**src/rtl/voice_allocator_if.sv**
```systemverilog
// Event and note-bank signals of the voice allocator.
// master: event source / bank side. slave: the allocator itself.
interface voice_allocator_if #(
    parameter int NUM_CHANNELS = 16,
    parameter int NUM_BITS_IN  = 18
);
    logic                          ev_valid;
    logic                          ev_ready;
    logic                          ev_note_on;
    logic [6:0]                    ev_key;
    logic [6:0]                    ev_velocity;
    logic [NUM_BITS_IN-1:0]        ev_word;
    logic                          all_off;
    logic [NUM_CHANNELS-1:0]       available;
    logic [NUM_CHANNELS-1:0]       reg_en;
    logic [NUM_CHANNELS-1:0]       note_en;
    logic [NUM_BITS_IN-1:0]        note_in;
    logic [32*NUM_CHANNELS-1:0]    velocity_out;
    logic                          steal;

    modport master (
        output ev_valid, ev_note_on, ev_key, ev_velocity, ev_word, all_off, available,
        input  ev_ready, reg_en, note_en, note_in, velocity_out, steal
    );

    modport slave (
        input  ev_valid, ev_note_on, ev_key, ev_velocity, ev_word, all_off, available,
        output ev_ready, reg_en, note_en, note_in, velocity_out, steal
    );
endinterface

```
**src/rtl/voice_allocator.sv**
```systemverilog
// Polyphonic voice allocator: scans every channel once per event, then picks
// key match, else first free channel, else the oldest channel (steal).
//
// state  | meaning
// IDLE   | ready for an event
// SCAN   | examine channel idx, one per cycle
// COMMIT | load / gate the chosen channel
// RETRIG | raise the gate again after a one-cycle low (match or steal)
module voice_allocator #(
    parameter int NUM_CHANNELS = 16,
    parameter int NUM_BITS_IN  = 18,
    parameter int AGE_BITS     = 8
) (
    input  logic              clk,
    input  logic              rst,
    voice_allocator_if.slave  bus
);
    localparam int IDX_W = (NUM_CHANNELS > 1) ? $clog2(NUM_CHANNELS) : 1;
    localparam logic [IDX_W-1:0] LAST_IDX = IDX_W'(NUM_CHANNELS - 1);

    typedef enum logic [1:0] {IDLE, SCAN, COMMIT, RETRIG} state_t;

    state_t                     state;
    state_t                     state_nxt;

    logic [IDX_W-1:0]           idx;
    logic                       lat_note_on;
    logic [6:0]                 lat_key;
    logic [6:0]                 lat_vel;
    logic [NUM_BITS_IN-1:0]     lat_word;

    logic                       match_found;
    logic [IDX_W-1:0]           match_idx;
    logic                       free_found;
    logic [IDX_W-1:0]           free_idx;
    logic [IDX_W-1:0]           old_idx;
    logic [AGE_BITS-1:0]        old_age;

    logic [6:0]                 keys [NUM_CHANNELS];
    logic [AGE_BITS-1:0]        ages [NUM_CHANNELS];

    logic [NUM_CHANNELS-1:0]    reg_en_q;
    logic [NUM_CHANNELS-1:0]    note_en_q;
    logic [NUM_BITS_IN-1:0]     note_in_q;
    logic [32*NUM_CHANNELS-1:0] velocity_q;
    logic                       steal_q;

    logic                       accept;
    logic [IDX_W-1:0]           commit_target;
    logic                       retrig_path;

    assign bus.ev_ready     = (state == IDLE) && !rst;
    assign accept           = bus.ev_valid && bus.ev_ready;
    assign bus.reg_en       = reg_en_q;
    assign bus.note_en      = note_en_q;
    assign bus.note_in      = note_in_q;
    assign bus.velocity_out = velocity_q;
    assign bus.steal        = steal_q;

    // Target selection from the finished scan; stays stable through RETRIG.
    always_comb begin
        commit_target = old_idx;
        if (free_found)
            commit_target = free_idx;
        if (match_found)
            commit_target = match_idx;
        retrig_path = match_found || !free_found;
    end

    // State register.
    always_ff @(posedge clk or posedge rst) begin
        if (rst)
            state <= IDLE;
        else
            state <= state_nxt;
    end

    // Next-state logic; panic release overrides everything.
    always_comb begin
        state_nxt = state;
        if (bus.all_off) begin
            state_nxt = IDLE;
        end else begin
            case (state)
                IDLE:    if (accept) state_nxt = SCAN;
                SCAN:    if (idx == LAST_IDX) state_nxt = COMMIT;
                COMMIT:  state_nxt = (lat_note_on && retrig_path) ? RETRIG : IDLE;
                RETRIG:  state_nxt = IDLE;
                default: state_nxt = IDLE;
            endcase
        end
    end

    // Event latch, channel scan, bank outputs and per-channel key/age store.
    always_ff @(posedge clk or posedge rst) begin
        if (rst) begin
            idx         <= '0;
            lat_note_on <= 1'b0;
            lat_key     <= '0;
            lat_vel     <= '0;
            lat_word    <= '0;
            match_found <= 1'b0;
            match_idx   <= '0;
            free_found  <= 1'b0;
            free_idx    <= '0;
            old_idx     <= '0;
            old_age     <= '0;
            reg_en_q    <= '0;
            note_en_q   <= '0;
            note_in_q   <= '0;
            velocity_q  <= '0;
            steal_q     <= 1'b0;
            for (int i = 0; i < NUM_CHANNELS; i++) begin
                keys[i] <= '0;
                ages[i] <= '0;
            end
        end else begin
            reg_en_q <= '0;
            steal_q  <= 1'b0;
            if (bus.all_off) begin
                note_en_q <= '0;
            end else begin
                case (state)
                    IDLE: begin
                        if (accept) begin
                            lat_note_on <= bus.ev_note_on;
                            lat_key     <= bus.ev_key;
                            lat_vel     <= bus.ev_velocity;
                            lat_word    <= bus.ev_word;
                            idx         <= '0;
                            match_found <= 1'b0;
                            free_found  <= 1'b0;
                            old_idx     <= '0;
                            old_age     <= '0;
                        end
                    end
                    SCAN: begin
                        if (!match_found && note_en_q[idx] && keys[idx] == lat_key) begin
                            match_found <= 1'b1;
                            match_idx   <= idx;
                        end
                        if (!free_found && bus.available[idx] && !note_en_q[idx]) begin
                            free_found <= 1'b1;
                            free_idx   <= idx;
                        end
                        // Strict compare keeps the lowest index on ties.
                        if (idx == '0 || ages[idx] > old_age) begin
                            old_idx <= idx;
                            old_age <= ages[idx];
                        end
                        idx <= idx + IDX_W'(1);
                    end
                    COMMIT: begin
                        if (lat_note_on) begin
                            reg_en_q[commit_target]  <= 1'b1;
                            note_in_q                <= lat_word;
                            keys[commit_target]      <= lat_key;
                            velocity_q[32*commit_target +: 32] <= {lat_vel, 25'b0};
                            note_en_q[commit_target] <= !retrig_path;
                            steal_q                  <= !match_found && !free_found;
                            for (int i = 0; i < NUM_CHANNELS; i++) begin
                                if (IDX_W'(i) == commit_target)
                                    ages[i] <= '0;
                                else if (ages[i] != {AGE_BITS{1'b1}})
                                    ages[i] <= ages[i] + AGE_BITS'(1);
                            end
                        end else if (match_found) begin
                            note_en_q[match_idx] <= 1'b0;
                        end
                    end
                    RETRIG: begin
                        note_en_q[commit_target] <= 1'b1;
                    end
                    default: ;
                endcase
            end
        end
    end
endmodule
```
**src/flat_wrapper.sv**
```systemverilog
// flat-port wrapper written by rule: the top's interface ports become plain ports
module voice_allocator_flat 
#(
    parameter int NUM_CHANNELS = 16,
    parameter int NUM_BITS_IN  = 18,
    parameter int AGE_BITS     = 8
)
  (clk, rst, bus_ev_valid, bus_ev_note_on, bus_ev_key, bus_ev_velocity, bus_ev_word, bus_all_off, bus_available, bus_ev_ready, bus_reg_en, bus_note_en, bus_note_in, bus_velocity_out, bus_steal);
  voice_allocator_if #(.NUM_CHANNELS(NUM_CHANNELS), .NUM_BITS_IN(NUM_BITS_IN)) bus_i ();
  input  logic clk;
  input  logic rst;
  input wire logic [$bits(bus_i.ev_valid)-1:0] bus_ev_valid;
  input wire logic [$bits(bus_i.ev_note_on)-1:0] bus_ev_note_on;
  input wire logic [$bits(bus_i.ev_key)-1:0] bus_ev_key;
  input wire logic [$bits(bus_i.ev_velocity)-1:0] bus_ev_velocity;
  input wire logic [$bits(bus_i.ev_word)-1:0] bus_ev_word;
  input wire logic [$bits(bus_i.all_off)-1:0] bus_all_off;
  input wire logic [$bits(bus_i.available)-1:0] bus_available;
  output wire logic [$bits(bus_i.ev_ready)-1:0] bus_ev_ready;
  output wire logic [$bits(bus_i.reg_en)-1:0] bus_reg_en;
  output wire logic [$bits(bus_i.note_en)-1:0] bus_note_en;
  output wire logic [$bits(bus_i.note_in)-1:0] bus_note_in;
  output wire logic [$bits(bus_i.velocity_out)-1:0] bus_velocity_out;
  output wire logic [$bits(bus_i.steal)-1:0] bus_steal;
  assign bus_i.ev_valid = bus_ev_valid;
  assign bus_i.ev_note_on = bus_ev_note_on;
  assign bus_i.ev_key = bus_ev_key;
  assign bus_i.ev_velocity = bus_ev_velocity;
  assign bus_i.ev_word = bus_ev_word;
  assign bus_i.all_off = bus_all_off;
  assign bus_i.available = bus_available;
  assign bus_ev_ready = bus_i.ev_ready;
  assign bus_reg_en = bus_i.reg_en;
  assign bus_note_en = bus_i.note_en;
  assign bus_note_in = bus_i.note_in;
  assign bus_velocity_out = bus_i.velocity_out;
  assign bus_steal = bus_i.steal;
  voice_allocator #(.NUM_CHANNELS(NUM_CHANNELS), .NUM_BITS_IN(NUM_BITS_IN), .AGE_BITS(AGE_BITS)) u_core (.clk(clk), .rst(rst), .bus(bus_i));
endmodule
```
**config.mk**
```make
export PLATFORM = sky130hd
export DESIGN_NAME = voice_allocator_flat
export DESIGN_NICKNAME = d
export VERILOG_FILES = /design/src/rtl/voice_allocator_if.sv /design/src/rtl/voice_allocator.sv /design/src/flat_wrapper.sv
export SDC_FILE = /design/constraint.sdc
export NUM_CORES = 1
export LEC_CHECK = 0
export ABC_AREA = 1
export BUFFER_PORTS_ARGS = -buffer_cell sky130_fd_sc_hd__buf_2
export CORE_MARGIN = 2
export CORE_UTILIZATION = 47
export DETAILED_ROUTE_END_ITERATION = 10
export PLACE_DENSITY = 0.71
export SYNTH_ARGS = -nofsm -noshare
export SYNTH_HDL_FRONTEND = slang
export SYNTH_SLANG_ARGS = --single-unit
```
**constraint.sdc**
```tcl
create_clock -name clk -period 18.28 [get_ports clk]
set_clock_uncertainty 0.2 [all_clocks]
set_input_delay 0.914 -clock clk [delete_from_list [all_inputs] [get_ports clk]]
set_output_delay 0.914 -clock clk [all_outputs]
set_load 0.02 [all_outputs]
```
; ---- Yosys cells after proc, flatten, opt, wreduce, memory -nomap -nowiden
; Index checks and enable logic that the tools add are counted.
[classes]
add_sub_neg = 18
order_cmp = 9
eq_ne = 43
n_shift = 2
muxes = 80
bitwise_logic = 6
reduce_logical = 65
[op_table]
columns = op, n
row1 = bitwise mux 512 bit, 1
row2 = "variable shift 32 x 34 -> 512 bit, first input constant", 1
row3 = indexed part select 32 x 34 -> 512 bit, 1
row4 = 2-to-1 mux 8 bit, 36
row5 = "adder 8 x 1 -> 8 bit, second input constant", 16
row6 = "!= test 8 bit, second input constant", 16
row7 = bitwise mux 112 bit, 1
row8 = 2-to-1 mux 16 bit, 6
row9 = AND reduction 4 bit, 19
row10 = negator 9 -> 34 bit, 1
row11 = nonzero test 2 bit, 17
row12 = binary-select mux 8 bit (select 4 bit), 1
row13 = "== test 4 bit, first input constant", 8
row14 = one-hot mux 16 bit (2 select lines), 1
row15 = binary-select mux 7 bit (select 4 bit), 1
row16 = demux 7 bit (select 4 bit), 1
row17 = 2-to-1 mux 7 bit, 3
row18 = bitwise AND 16 bit, 1
row19 = bitwise mux 16 bit, 1
row20 = "== test 3 x 4 -> 1 bit, first input constant", 4
row21 = 2-to-1 mux 4 bit, 4
row22 = NOT 16 bit, 1
row23 = OR 16 bit, 1
row24 = one-hot mux 4 bit (2 select lines), 2
row25 = 32 further kinds, 79
[totals]
reg_bits = 864
out_inout_bits = 564
elab_cells = 272

; ---- Logic depth before layout (Yosys ltp)
; Gate-level depths: netlist (run 1).
[depth]
ltp_word = 10
ltp_mapped = 21
ltp_nobuf = 18

; ---- Least setup slack after synthesis (run 1)
; No wires, ideal clock.
[synth_timing]
path_kind = reg2reg
start = register u_core.idx[1]
end = register u_core.old_age[3]
setup_ps = 126
arrival_time_ps = 2919
t_required_ps = 17954
slack_ps = 15035
stages_incl_launch_ff = 21
path_buffers = 4
cell_sequence = dfrtp_1 -> buf_4 -> inv_2 -> buf_4 -> buf_2 -> a21oi_1 -> o21ai_0 -> nand3_1 -> nand3_1 -> or3b_2 -> ha_1 -> nand2_1 -> nor2_1 -> nand3_1 -> nor2_1 -> o21ai_0 -> nand2_1 -> inv_1 -> buf_2 -> nand3_1 -> o21ai_0
[synth_between]
elab_chain_len = 8
[synth_rtl]
columns = item, line
row1 = "start, declared", voice_allocator.sv:26  ; logic [IDX_W-1:0] idx;
row2 = "start signal, assigned", voice_allocator.sv:151  ; idx <= idx + IDX_W'(1);
row3 = NOT 4 -> 5 bit (not written as such), "voice_allocator.sv:147, voice_allocator.sv:149"
row4 = binary-select mux 8 bit (select 4 bit), "voice_allocator.sv:147, voice_allocator.sv:149"
row5 = 2-to-1 mux 8 bit (not written as such) (2 in series), "voice_allocator.sv:147, voice_allocator.sv:149"
row6 = greater-than comparator 8 bit, voice_allocator.sv:147  ; if (idx == '0 || ages[idx] > old_age) begin
row7 = logical OR 1 bit, voice_allocator.sv:147
row8 = != test 2 x 1 -> 1 bit (no source line), n/a
row9 = AND reduction 4 bit (no source line), n/a
row10 = "end signal, assigned", voice_allocator.sv:149  ; old_age <= ages[idx];
row11 = "end, declared", voice_allocator.sv:37  ; logic [AGE_BITS-1:0] old_age;
; Parallel ways exist; a longest one is shown, timed or not. The select of a mux whose other input is x is not followed.
; A chain may end at the register's enable or synchronous reset.

; ---- Worst setup path in the final report (run 1)
[layout_timing]
start = register u_core.idx[0]
end = register u_core.old_age[4]
; The elaborated chain is that of the path after synthesis.

==> flow_summary.ini, run 1 <==
[outcome]
status = complete, no violations

[synthesis]
yosys.area.top_type_share_pct = 43.73
yosysWarningCount = 0
synthArstFlopShare_pct = 100.0
netlist-cell-type-count = 60
synthFlopType = sky130_fd_sc_hd__dfrtp_1
post_synth_instance_area_um2 = 26550
synth_area_leaders = sky130_fd_sc_hd__dfrtp_1 44%, sky130_fd_sc_hd__buf_4 12%, sky130_fd_sc_hd__nand2_1 10%, sky130_fd_sc_hd__o21ai_0 6.6%, sky130_fd_sc_hd__inv_1 4.7%
ys_seq_elements = 464
synthesis.instances = 3347
synth_edf_count = 0
post_synth.cell_area_avg_um2 = 7.933
synth.yosys.seq_area_share_pct = 43.73
synthDominantAreaCellType = sky130_fd_sc_hd__dfrtp_1

[route]
initialDrtViolationCount = 1887
antenna_violating_nets_post_route = 0
drcViolationCount = 0
dr.pass1.iters = 5
avgRoutedWirePerCell_um = 15.96
final_routed_wirelength_mm = 68.73
route.detailed.vias_per_inst = 4.953
detailroute.via_count = 21330

[floorplanning]
die_width_um = 241.7
die_h_um = 241.7
placementRows = 87
core_area_um2 = 56170
start_util_pct = 47.27
io-pin-count = 617
dieArea_um2 = 58410

[clock_tree]
clock-sinks = 464
cts_buffers = 52
ctsResizeCount = 0
root_buffer = sky130_fd_sc_hd__clkbuf_16
postCtsSetupBuffers = 0
cts_tree = built
clkSlewWorstSetupHoldPaths_ns = 0.06
cts-root-to-sink-buffers = 3
cts_max_level = 2
cts.hold.buffers_added = 0
clkLatencyLatePin_ns = 0.61

[sta]
final.min_clock_period_ns = 4.809
setup_repair_after_global_routing_missed_its_margin = no
pin_slew_with_the_least_headroom_to_its_limit_ns = 1.206
timing.final.setup_violations = 0
fmax_mhz = 207.9
timing.setup.tns_ns = 0
period_share_pct = 26.31
slew_violations = 0
timing.final.hold_violations = 0
fin_hold_ws_ns = 0.2716
maxSlewHeadroom_pct = 19.31

[worst_setup_path]
critical_path.cell_chain = clkinv_2, buf_4, o21ai_0, a21oi_1, or3b_2, ha_1, nand2_1, nor2_1, nand3_1, nor2_1, o21ai_0, nand2_1, inv_1, nand3_1, o21ai_0
timing.critical_path.arrival_ns = 5.07
critical_path_required_ns = 18.54
crit_slowest_cell = sky130_fd_sc_hd__dfrtp_4
worst_setup_path_end_kind = flip-flop
startpoint_type = flip-flop
crit_path_frequent_cell = sky130_fd_sc_hd__o21ai_0
critPathKind = flip-flop to flip-flop
worst-path-max-fanout = 79
timing.critical_path.slowest_cell_delay_ns = 0.92

[power]
switching_share_pct = 42.30
leakagePower_nw = 14.45
internal_power_mw = 2.250
seq_power_share_pct = 35.5
fin_total_pwr_mw = 3.900
switching_power_mw = 1.650
p_comb_share_pct = 36.6
power_density_nw_per_um2 = 137.8
power.clock.fraction_pct = 27.9
ir_worst_vdd_mv = 0.08863

[placed_design]
place.port_buffers = 216
hpwl_mm = 48.21
place_congestion = 0.9479

[hold_path]
hold_path_class = flip-flop to flip-flop

[global_route]
grt_start_max_net_pins = 180
grt_first_pass_wirelength_mm = 107.6
antenna_found_initial = 4
overflow = 0
global_route.usage.total_pct = 22.90
grt_pass1_vias = 19160

[finish]
fillers = 5479
area_growth_syn_to_layout_pct = 6.616
layout.nets = 3589
final_layout_size_suffix_gt1_share_pct = 13.22

[run]
drv.max_cap_violation_count = 0
-- registers in the layout (all words and copies together) (netlist names), 7 cells and up --
name                     flops
u_core.bus.velocity_out    112
u_core.bus.note_en          16
u_core.old_age               8
u_core.lat_vel               7
u_core.lat_key               7
u_core.keys                112
u_core.ages                128
u_core.lat_word             18
u_core.bus.note_in          18
u_core.bus.reg_en           16
-- final cells by class --
class	count	area (µm²)	area share (%)
clock inverter	23	251.5	0.8884
inverter	353	1341	4.738
clock buffer	74	1535	5.423
antenna	3	7.507	0.02652
sequential	464	11620	41.03
multi-input combinational	2402	11400	40.26
timing repair buffer	232	1214	4.287
tap	756	945.9	3.341
-- cells in the final DEF, fill, tap and decap left out, types with 13 or more instances in the layout --
cell	count
sky130_fd_sc_hd__o21ai_1	58
sky130_fd_sc_hd__nor2_2	17
sky130_fd_sc_hd__clkbuf_16	53
sky130_fd_sc_hd__nand2_1	742
sky130_fd_sc_hd__buf_2	216
sky130_fd_sc_hd__nand3_1	210
sky130_fd_sc_hd__nor3_1	55
sky130_fd_sc_hd__o21ai_2	30
sky130_fd_sc_hd__clkbuf_8	13
sky130_fd_sc_hd__conb_1	400
sky130_fd_sc_hd__inv_2	16
sky130_fd_sc_hd__nand2_2	26
sky130_fd_sc_hd__o21ai_0	348
sky130_fd_sc_hd__nand4_1	14
sky130_fd_sc_hd__nor2_1	171
sky130_fd_sc_hd__buf_4	15
sky130_fd_sc_hd__inv_1	331
sky130_fd_sc_hd__dfrtp_1	462
sky130_fd_sc_hd__ha_1	31
sky130_fd_sc_hd__nand2_4	15
sky130_fd_sc_hd__a21oi_1	159
-- layer usage --
| layer | wire length (µm) | GRT usage, % |
|---|---|---|
| met1 | 29490 | 31.46 |
| met3 | 4857 | 3.829 |
| met2 | 31790 | 36.16 |
| met5 | 7 | 0 |
| met4 | 2587 | 9.187 |
-- metrics by stage --
| stage | std cells | instance area (µm²) | worst slack [ns] | utilization, % |
|---|---|---|---|---|
| global route | 4307 | 28310 | 13.07 | 50.40 |
| CTS | 4304 | 28300 | 13.55 | 50.39 |
| finish | 4307 | 28310 | 13.47 | 50.40 |
| floorplan | 3746 | 28050 | 4.227 | - |
| detailed placement | 4207 | 26510 | 13.60 | 47.20 |
| global placement | 4207 | 26510 | 13.67 | 47.20 |
-- cell families (layout without fill, tap and decap cells) --
kind of cell	Yosys count	in the layout	synth area share [%]
AOI/OAI and AO/OA	661	661	13.54
DFF	464	464	43.73
and+or+nand+nor	1295	1295	21.78
buffers and inverters	880	682	18.99
xor gates and xnor gates	15	15	0.4948
adders and majority gates	31	31	1.461
other	1	403	0.01412
-- power groups by stage --
stage	sequential [mW]	combinational, mW	clock [mW]
6_report	1.38	1.43	1.09
4_1_cts	1.38	1.41	1.11
3_3_place_gp	1.39	1.39	0
2_1_floorplan	1.35	1.14	0
5_1_grt	1.41	1.60	1.15
3_5_place_dp	1.39	1.41	0
-- synth_stat cells, drive strengths merged (3+ instances only) --
master  number
ha          31
nand4       15
nor3b        4
a211oi       6
a31oi       10
xor2        12
xnor2        3
inv        351
o31ai        8
nor2       198
nand3      217
o21a         8
nor4         4
o221ai       5
o211ai       5
clkbuf      47
nand2      784
or2          3
o22ai       11
a21oi      161
buf        480
or3b         3
nor3        63
o21ai      436
dfrtp      464
-- path summary, 6_finish.rpt --
path | start | end | slack, ns | cells past startpoint
max in group asynchronous | rst | u_core.keys[45] | 15.26 | 4
max | u_core.idx[0] | u_core.old_age[4] | 13.47 | 15
min in group asynchronous | rst | u_core.ages[10] | 0.38 | 2
min reg2reg | u_core.ages[75] | u_core.ages[75] | 0.27 | 1
max reg2reg | u_core.idx[0] | u_core.old_age[4] | 13.47 | 15
min | u_core.ages[75] | u_core.ages[75] | 0.27 | 1
-- critical path, delay by kind of cell (launching register included) --
kind	cells	cell delay, ns
buffers and inverters	3	1.33
DFF	1	0.92
and+or+nand+nor	7	1.30
AOI/OAI and AO/OA	4	0.52
adders and majority gates	1	0.29
No activity file was read; power rests on OpenSTA's default activity.
==> run 2, diff against run 1 <==
--- a/config.mk
+++ b/config.mk
@@ -10,7 +10,7 @@
 export CORE_MARGIN = 2
 export CORE_UTILIZATION = 47
 export DETAILED_ROUTE_END_ITERATION = 10
-export PLACE_DENSITY = 0.71
+export PLACE_DENSITY = 0.74
 export SYNTH_ARGS = -nofsm -noshare
 export SYNTH_HDL_FRONTEND = slang
 export SYNTH_SLANG_ARGS = --single-unit
==> constraint.sdc (replaced) <==
create_clock -name clk -period 4.4 [get_ports clk]
set_clock_uncertainty 0.2 [all_clocks]
set_input_delay 0.22 -clock clk [delete_from_list [all_inputs] [get_ports clk]]
set_output_delay 0.22 -clock clk [all_outputs]
set_load 0.02 [all_outputs]
==> run 2 against run 1 <==
  * First-iteration DRC count rose by 15%
  * Combinational power grew to 4.2 times the previous value
  * Register-to-register slack got worse by 13 ns
  * Final area grew 1.2%
  * Worst setup slack got worse by 13 ns
  * Non-clock buffer count increased by 57
  * Critical path depth shrank 1
  * Hold slack worse by 0.21 ns
  * Wire length decreased by 1.2%
  * Sequential power rose to 4.1 times the previous value
  * Critical path type unchanged
  * Critical endpoint is now u_core.old_age[7]
  * Highest routed layer is now met4
==> flow_summary.ini, run 2 (synthesis gave the netlist of run 1 again) <==
[placed_design]
hpwl_mm = 48.51
place_congestion = 0.9393
place.port_buffers = 216

[power]
fin_total_pwr_mw = 15.79
p_comb_share_pct = 37.8
ir_worst_vdd_mv = 0.4364
internal_power_mw = 9.118
switching_power_mw = 6.676
power_density_nw_per_um2 = 551.5
leakagePower_nw = 14.61
seq_power_share_pct = 36.2
switching_share_pct = 42.27
power.clock.fraction_pct = 26.0

[sta]
slew_violations = 0
pin_slew_with_the_least_headroom_to_its_limit_ns = 0.9525
fmax_mhz = 255.9
timing.setup.tns_ns = 0
timing.final.setup_violations = 0
period_share_pct = 88.82
setup_repair_after_global_routing_missed_its_margin = no
timing.final.hold_violations = 0
final.min_clock_period_ns = 3.908
maxSlewHeadroom_pct = 36.26

[worst_setup_path]
worstSetupStartpoint = u_core.idx[0]
worst-path-max-fanout = 42
crit_slowest_cell = sky130_fd_sc_hd__or3b_2
timing.critical_path.arrival_ns = 4.21
worst_setup_path_end_kind = flip-flop
worst_path_dominant_cell_family = buffers and inverters
startpoint_type = flip-flop
timing.critical_path.slowest_cell_delay_ns = 0.49
crit-reg2reg-launch = u_core.idx[0]
worstPathBufferInverterCount = 3
critical_path.cell_chain = clkinv_2, buf_4, o21ai_0, a21oi_1, or3b_2, ha_1, nand2_1, o21ai_0, a21oi_1, o21ai_0, nand2_1, inv_1, nand3_1, o21ai_0
critical_path_required_ns = 4.70
crit_path_frequent_cell = sky130_fd_sc_hd__o21ai_0
critPathKind = flip-flop to flip-flop

[clock_tree]
cts-root-to-sink-buffers = 3
postCtsSetupBuffers = 0
clkLatencyLatePin_ns = 0.59
cts_max_level = 2
clkSlewWorstSetupHoldPaths_ns = 0.06
clock-sinks = 464
cts_buffers = 50
cts_tree = built
root_buffer = sky130_fd_sc_hd__clkbuf_16

[global_route]
overflow = 0
grt_start_max_net_pins = 149
grt_pass1_vias = 19830
global_route.usage.total_pct = 22.80
antenna_found_initial = 2
grt_first_pass_wirelength_mm = 107.9

[finish]
layout.nets = 3644
layout_commonest_cell = sky130_fd_sc_hd__nand2_1
final_layout_size_suffix_gt1_share_pct = 13.16
largest_register_ff_count = 128
fillers = 5267
area_growth_syn_to_layout_pct = 7.865
max_flop_register = u_core.ages
layout_common_cells = 742 x sky130_fd_sc_hd__nand2_1, 462 x sky130_fd_sc_hd__dfrtp_1, 400 x sky130_fd_sc_hd__conb_1

[floorplanning]
dieArea_um2 = 58410
io-pin-count = 617
die_width_um = 241.7
die_h_um = 241.7
placementRows = 87
start_util_pct = 47.27
core_area_um2 = 56170

[route]
final_routed_wirelength_mm = 67.92
avgRoutedWirePerCell_um = 15.60
route.detailed.vias_per_inst = 4.976
drcViolationCount = 0
initialDrtViolationCount = 2161
dr.pass1.iters = 6
detailroute.via_count = 21660
antenna_violating_nets_post_route = 0

[outcome]
status = complete, no violations

[run]
drv.max_cap_violation_count = 0

[hold_path]
hold_path_class = primary input to async pin
==> run 2: changes by cell type in the layout (fill, tap and decap cells not counted), moves of 2 or more <==
cell	delta
sky130_fd_sc_hd__dlygate4sd3_1	+36
sky130_fd_sc_hd__buf_4	+18
sky130_fd_sc_hd__clkbuf_1	+7
sky130_fd_sc_hd__clkbuf_8	-5
sky130_fd_sc_hd__buf_12	+3
sky130_fd_sc_hd__clkinv_2	-3
sky130_fd_sc_hd__clkinvlp_4	-3
sky130_fd_sc_hd__bufinv_16	-2
sky130_fd_sc_hd__clkbuf_16	-2
==> run 2: layer usage <==
| metal | wire (µm) | vias up | global-route usage [%] |
|---|---|---|---|
| li1 | - | 10400 | - |
| met1 | 29170 | 10180 | 31.17 |
| met2 | 31160 | 919 | 36.09 |
| met3 | 4642 | 166 | 3.130 |
| met4 | 2947 | 0 | 10.48 |
| met5 | 0 | - | 0 |
==> run 2: repair_timing <==
action | CTS | global route
gates resized for setup | 0 | 0
hold buffers | 36 | 0
endpoints found under the hold margin | 149 | 0
==> run 2: final timing paths <==
kind,end,slack (ns),cells after the start
max,u_core.old_age[7],0.49,14
min,u_core.idx[1],0.06,3
max reg2reg,u_core.old_age[7],0.49,14
min reg2reg,u_core.ages[75],0.27,1
max in group asynchronous,u_core.ages[10],2.78,4
min in group clk,u_core.lat_word[16],0.18,4
==> run 2: worst reg2reg max path: stages, from the launching register on <==
cell and delay (ns):
sky130_fd_sc_hd__dfrtp_4 0.43, sky130_fd_sc_hd__clkinv_2 0.43, sky130_fd_sc_hd__buf_4 0.38, sky130_fd_sc_hd__o21ai_0 0.19, sky130_fd_sc_hd__a21oi_1 0.10, sky130_fd_sc_hd__or3b_2 0.49, sky130_fd_sc_hd__ha_1 0.29, sky130_fd_sc_hd__nand2_1 0.06
sky130_fd_sc_hd__o21ai_0 0.20, sky130_fd_sc_hd__a21oi_1 0.06, sky130_fd_sc_hd__o21ai_0 0.17, sky130_fd_sc_hd__nand2_1 0.21, sky130_fd_sc_hd__inv_1 0.38, sky130_fd_sc_hd__nand3_1 0.12, sky130_fd_sc_hd__o21ai_0 0.10
==> run 2: through the flow <==
step | std cells | setup slack [ns] | util (%) | area (µm²) | hold slack, ns
floorplan | 3746 | -2.301 | - | 28050 | 0.1296
global placement | 4228 | 0.6536 | 47.55 | 26710 | 0.1285
detailed placement | 4228 | 0.6111 | 47.55 | 26710 | 0.1339
CTS | 4351 | 0.5814 | 50.98 | 28640 | 0.04236
global route | 4352 | 0.1627 | 50.98 | 28640 | 0.08645
finish | 4353 | 0.4921 | 50.99 | 28640 | 0.06357
==> run 2: power groups by stage <==
| stage | clock network [mW] | registers (mW) | logic (mW) |
|---|---|---|---|
| after floorplan | 0 | 5.62 | 4.72 |
| after global placement | 0 | 5.75 | 5.77 |
| after detailed placement | 0 | 5.76 | 5.86 |
| after CTS | 4.16 | 5.70 | 5.91 |
| after global routing | 4.36 | 5.81 | 6.72 |
| final | 4.10 | 5.72 | 5.97 |
==> run 2: final cells by class <==
type | count | area, µm² | share of cell area, %
Timing Repair Buffer | 289 | 1769 | 6.177
Antenna cell | 2 | 5.005 | 0.01747
Clock inverter | 13 | 126.4 | 0.4412
Tap cell | 756 | 945.9 | 3.303
Sequential cell | 464 | 11620 | 40.56
Clock buffer | 74 | 1443 | 5.037
Inverter | 353 | 1338 | 4.670
Multi-Input combinational cell | 2402 | 11400 | 39.79
==> run 3, diff against run 2 <==
--- a/config.mk
+++ b/config.mk
@@ -7,9 +7,9 @@
 export LEC_CHECK = 0
 export ABC_AREA = 1
 export BUFFER_PORTS_ARGS = -buffer_cell sky130_fd_sc_hd__buf_2
-export CORE_MARGIN = 2
 export CORE_UTILIZATION = 47
 export DETAILED_ROUTE_END_ITERATION = 10
+export MAX_ROUTING_LAYER = met4
 export PLACE_DENSITY = 0.74
 export SYNTH_ARGS = -nofsm -noshare
 export SYNTH_HDL_FRONTEND = slang
==> run 3 against run 2 <==
  * Non-clock buffer count is 1 lower
  * Final area is 0.36% higher
  * Sequential power hardly changed
  * Cell count is 0.16% lower
  * Sequential share of layout area is 0.15 points lower
  * Die area is 1.6% lower
  * Critical path type unchanged
  * Largest power group unchanged
==> flow_summary.ini, run 3 (synthesis gave the netlist of run 1 again) <==
[global_route]
grt_pass1_vias = 19460
global_route.usage.total_pct = 23.94
overflow = 0
antenna_found_initial = 0
grt_start_max_net_pins = 169
grt_first_pass_wirelength_mm = 105.4

[sta]
worst_slack_ns = 0.5114
setup_repair_after_global_routing_missed_its_margin = no
timing.final.hold_violations = 0
slew_violations = 0
fmax_mhz = 257.2
pin_slew_with_the_least_headroom_to_its_limit_ns = 0.9350
maxSlewHeadroom_pct = 37.66
fin_hold_ws_ns = 0.1630
period_share_pct = 88.38
final.min_clock_period_ns = 3.889
timing.final.setup_violations = 0

[placed_design]
place_congestion = 0.9514
hpwl_mm = 48.99
place.port_buffers = 216
place_ws_ns = 0.6432
post-place-cells = 4215

[power]
leakagePower_nw = 14.67
power_density_nw_per_um2 = 558.7
ir_worst_vdd_mv = 0.3260
fin_total_pwr_mw = 16.06

[floorplanning]
placementRows = 86
dieArea_um2 = 57450
die_h_um = 239.7
start_util_pct = 47.91
die_width_um = 239.7
core_area_um2 = 55420
io-pin-count = 617

[finish]
diodes_inserted = 0
layout_commonest_cell = sky130_fd_sc_hd__nand2_1
layout.nets = 3643
fin_cells = 4346
area_growth_syn_to_layout_pct = 8.256
max_flop_register = u_core.ages
layout_common_cells = 742 x sky130_fd_sc_hd__nand2_1, 462 x sky130_fd_sc_hd__dfrtp_1, 400 x sky130_fd_sc_hd__conb_1
final_layout_size_suffix_gt1_share_pct = 13.34
largest_register_ff_count = 128

[worst_setup_path]
worst_path_dominant_cell_family = simple AND/OR/NAND/NOR gates
reg2reg_setup_slack_ns = 0.51
critPathKind = flip-flop to flip-flop
crit_slowest_cell = sky130_fd_sc_hd__or3b_2
critical_path.cell_chain = clkinv_2, buf_12, o21ai_0, nand3_1, nand3_1, or3b_2, ha_1, nand2_1, o21ai_0, a21oi_1, o21ai_0, nand2_1, inv_1, nand3_1, o21ai_0
rr_worst_depth = 15
timing.critical_path.slowest_cell_delay_ns = 0.48
worst_setup_path_end_kind = flip-flop
critical_path_required_ns = 4.69
worstPathBufferInverterCount = 3
worst-path-max-fanout = 27
crit-reg2reg-launch = u_core.idx[0]
timing.critical_path.arrival_ns = 4.18
r2r-end = u_core.old_age[4]
startpoint_type = flip-flop
crit_path_frequent_cell = sky130_fd_sc_hd__o21ai_0

[clock_tree]
cts_max_level = 2
clkLatencyLatePin_ns = 0.60
cts.hold.buffers_added = 40
cts_tree = built
cts-root-to-sink-buffers = 3
postCtsSetupBuffers = 0
ctsResizeCount = 0
cts_buffers = 50
clock-sinks = 464
clkSlewWorstSetupHoldPaths_ns = 0.06
root_buffer = sky130_fd_sc_hd__clkbuf_16

[hold_path]
min_path_cells = 4
whs_endpoint = u_core.lat_word[7]
hold_path.startpoint = bus_ev_word[7]
hold_path_class = primary input to flip-flop

[run]
drv.max_cap_violation_count = 0

[route]
avgRoutedWirePerCell_um = 15.80
antenna_violating_nets_post_route = 0
final_routed_wirelength_mm = 68.69
dr.pass1.iters = 6
initialDrtViolationCount = 1924
detailroute.via_count = 21660
route.detailed.vias_per_inst = 4.985
drcViolationCount = 0

[outcome]
status = complete, no violations
## run 3: cell type report
type                            count  area, µm²
Clock buffer                       70       1468
Clock inverter                     21      205.2
Fill cell                        5155      26670
Inverter                          353       1338
Multi-Input combinational cell   2402      11400
Sequential cell                   464      11620
Tap cell                          748      935.9
Timing Repair Buffer              288       1784
## run 3: worst max-delay path by stage
| stage | from | end | slack (ns) | cells after the start |
|---|---|---|---|---|
| 3_5_place_dp | u_core.idx[0] | u_core.old_age[3] | 0.64 | 15 |
| 6_report | u_core.idx[0] | u_core.old_age[4] | 0.51 | 15 |
| 2_1_floorplan | rst | u_core.ages[0] | -2.30 | 1 |
| 3_3_place_gp | u_core.idx[0] | u_core.old_age[4] | 0.69 | 15 |
| 4_1_cts | u_core.idx[0] | u_core.old_age[4] | 0.58 | 15 |
| 5_1_grt | u_core.idx[0] | u_core.old_age[5] | 0.25 | 15 |
## run 3: stage by stage
stage               util (%)  setup TNS [ns]  instance area (µm²)
finish                 51.87               0                28740
global route           51.87               0                28740
CTS                    51.87               0                28740
detailed placement     48.13               0                26670
global placement       48.13               0                26670
floorplan                  -        -1067.64                28050
## run 3: where the power goes
group          internal [mW]  switching, mW  total, mW  leakage [nW]
clock network           2.50           1.77       4.27         0.839
logic                   1.77           4.33       6.10          8.00
registers               5.01          0.674       5.69          5.83
## run 3: metal layers
metal / GRT usage (%) / routed length [µm] / up-vias
li1: - / - / 10420
met1: 31.78 / 28720 / 10160
met2: 37.32 / 32400 / 932
met3: 3.077 / 5067 / 149
met4: 9.188 / 2501 / 0
met5: - / 0 / -
## run 3: worst register-to-register path: stages (launching register included)
cell                       delay [ns]
sky130_fd_sc_hd__dfrtp_4         0.43
sky130_fd_sc_hd__clkinv_2        0.34
sky130_fd_sc_hd__buf_12          0.31
sky130_fd_sc_hd__o21ai_0         0.19
sky130_fd_sc_hd__nand3_1         0.09
sky130_fd_sc_hd__nand3_1         0.17
sky130_fd_sc_hd__or3b_2          0.48
sky130_fd_sc_hd__ha_1            0.30
sky130_fd_sc_hd__nand2_1         0.06
sky130_fd_sc_hd__o21ai_0         0.15
sky130_fd_sc_hd__a21oi_1         0.08
sky130_fd_sc_hd__o21ai_0         0.15
sky130_fd_sc_hd__nand2_1         0.21
sky130_fd_sc_hd__inv_1           0.39
sky130_fd_sc_hd__nand3_1         0.13
sky130_fd_sc_hd__o21ai_0         0.10
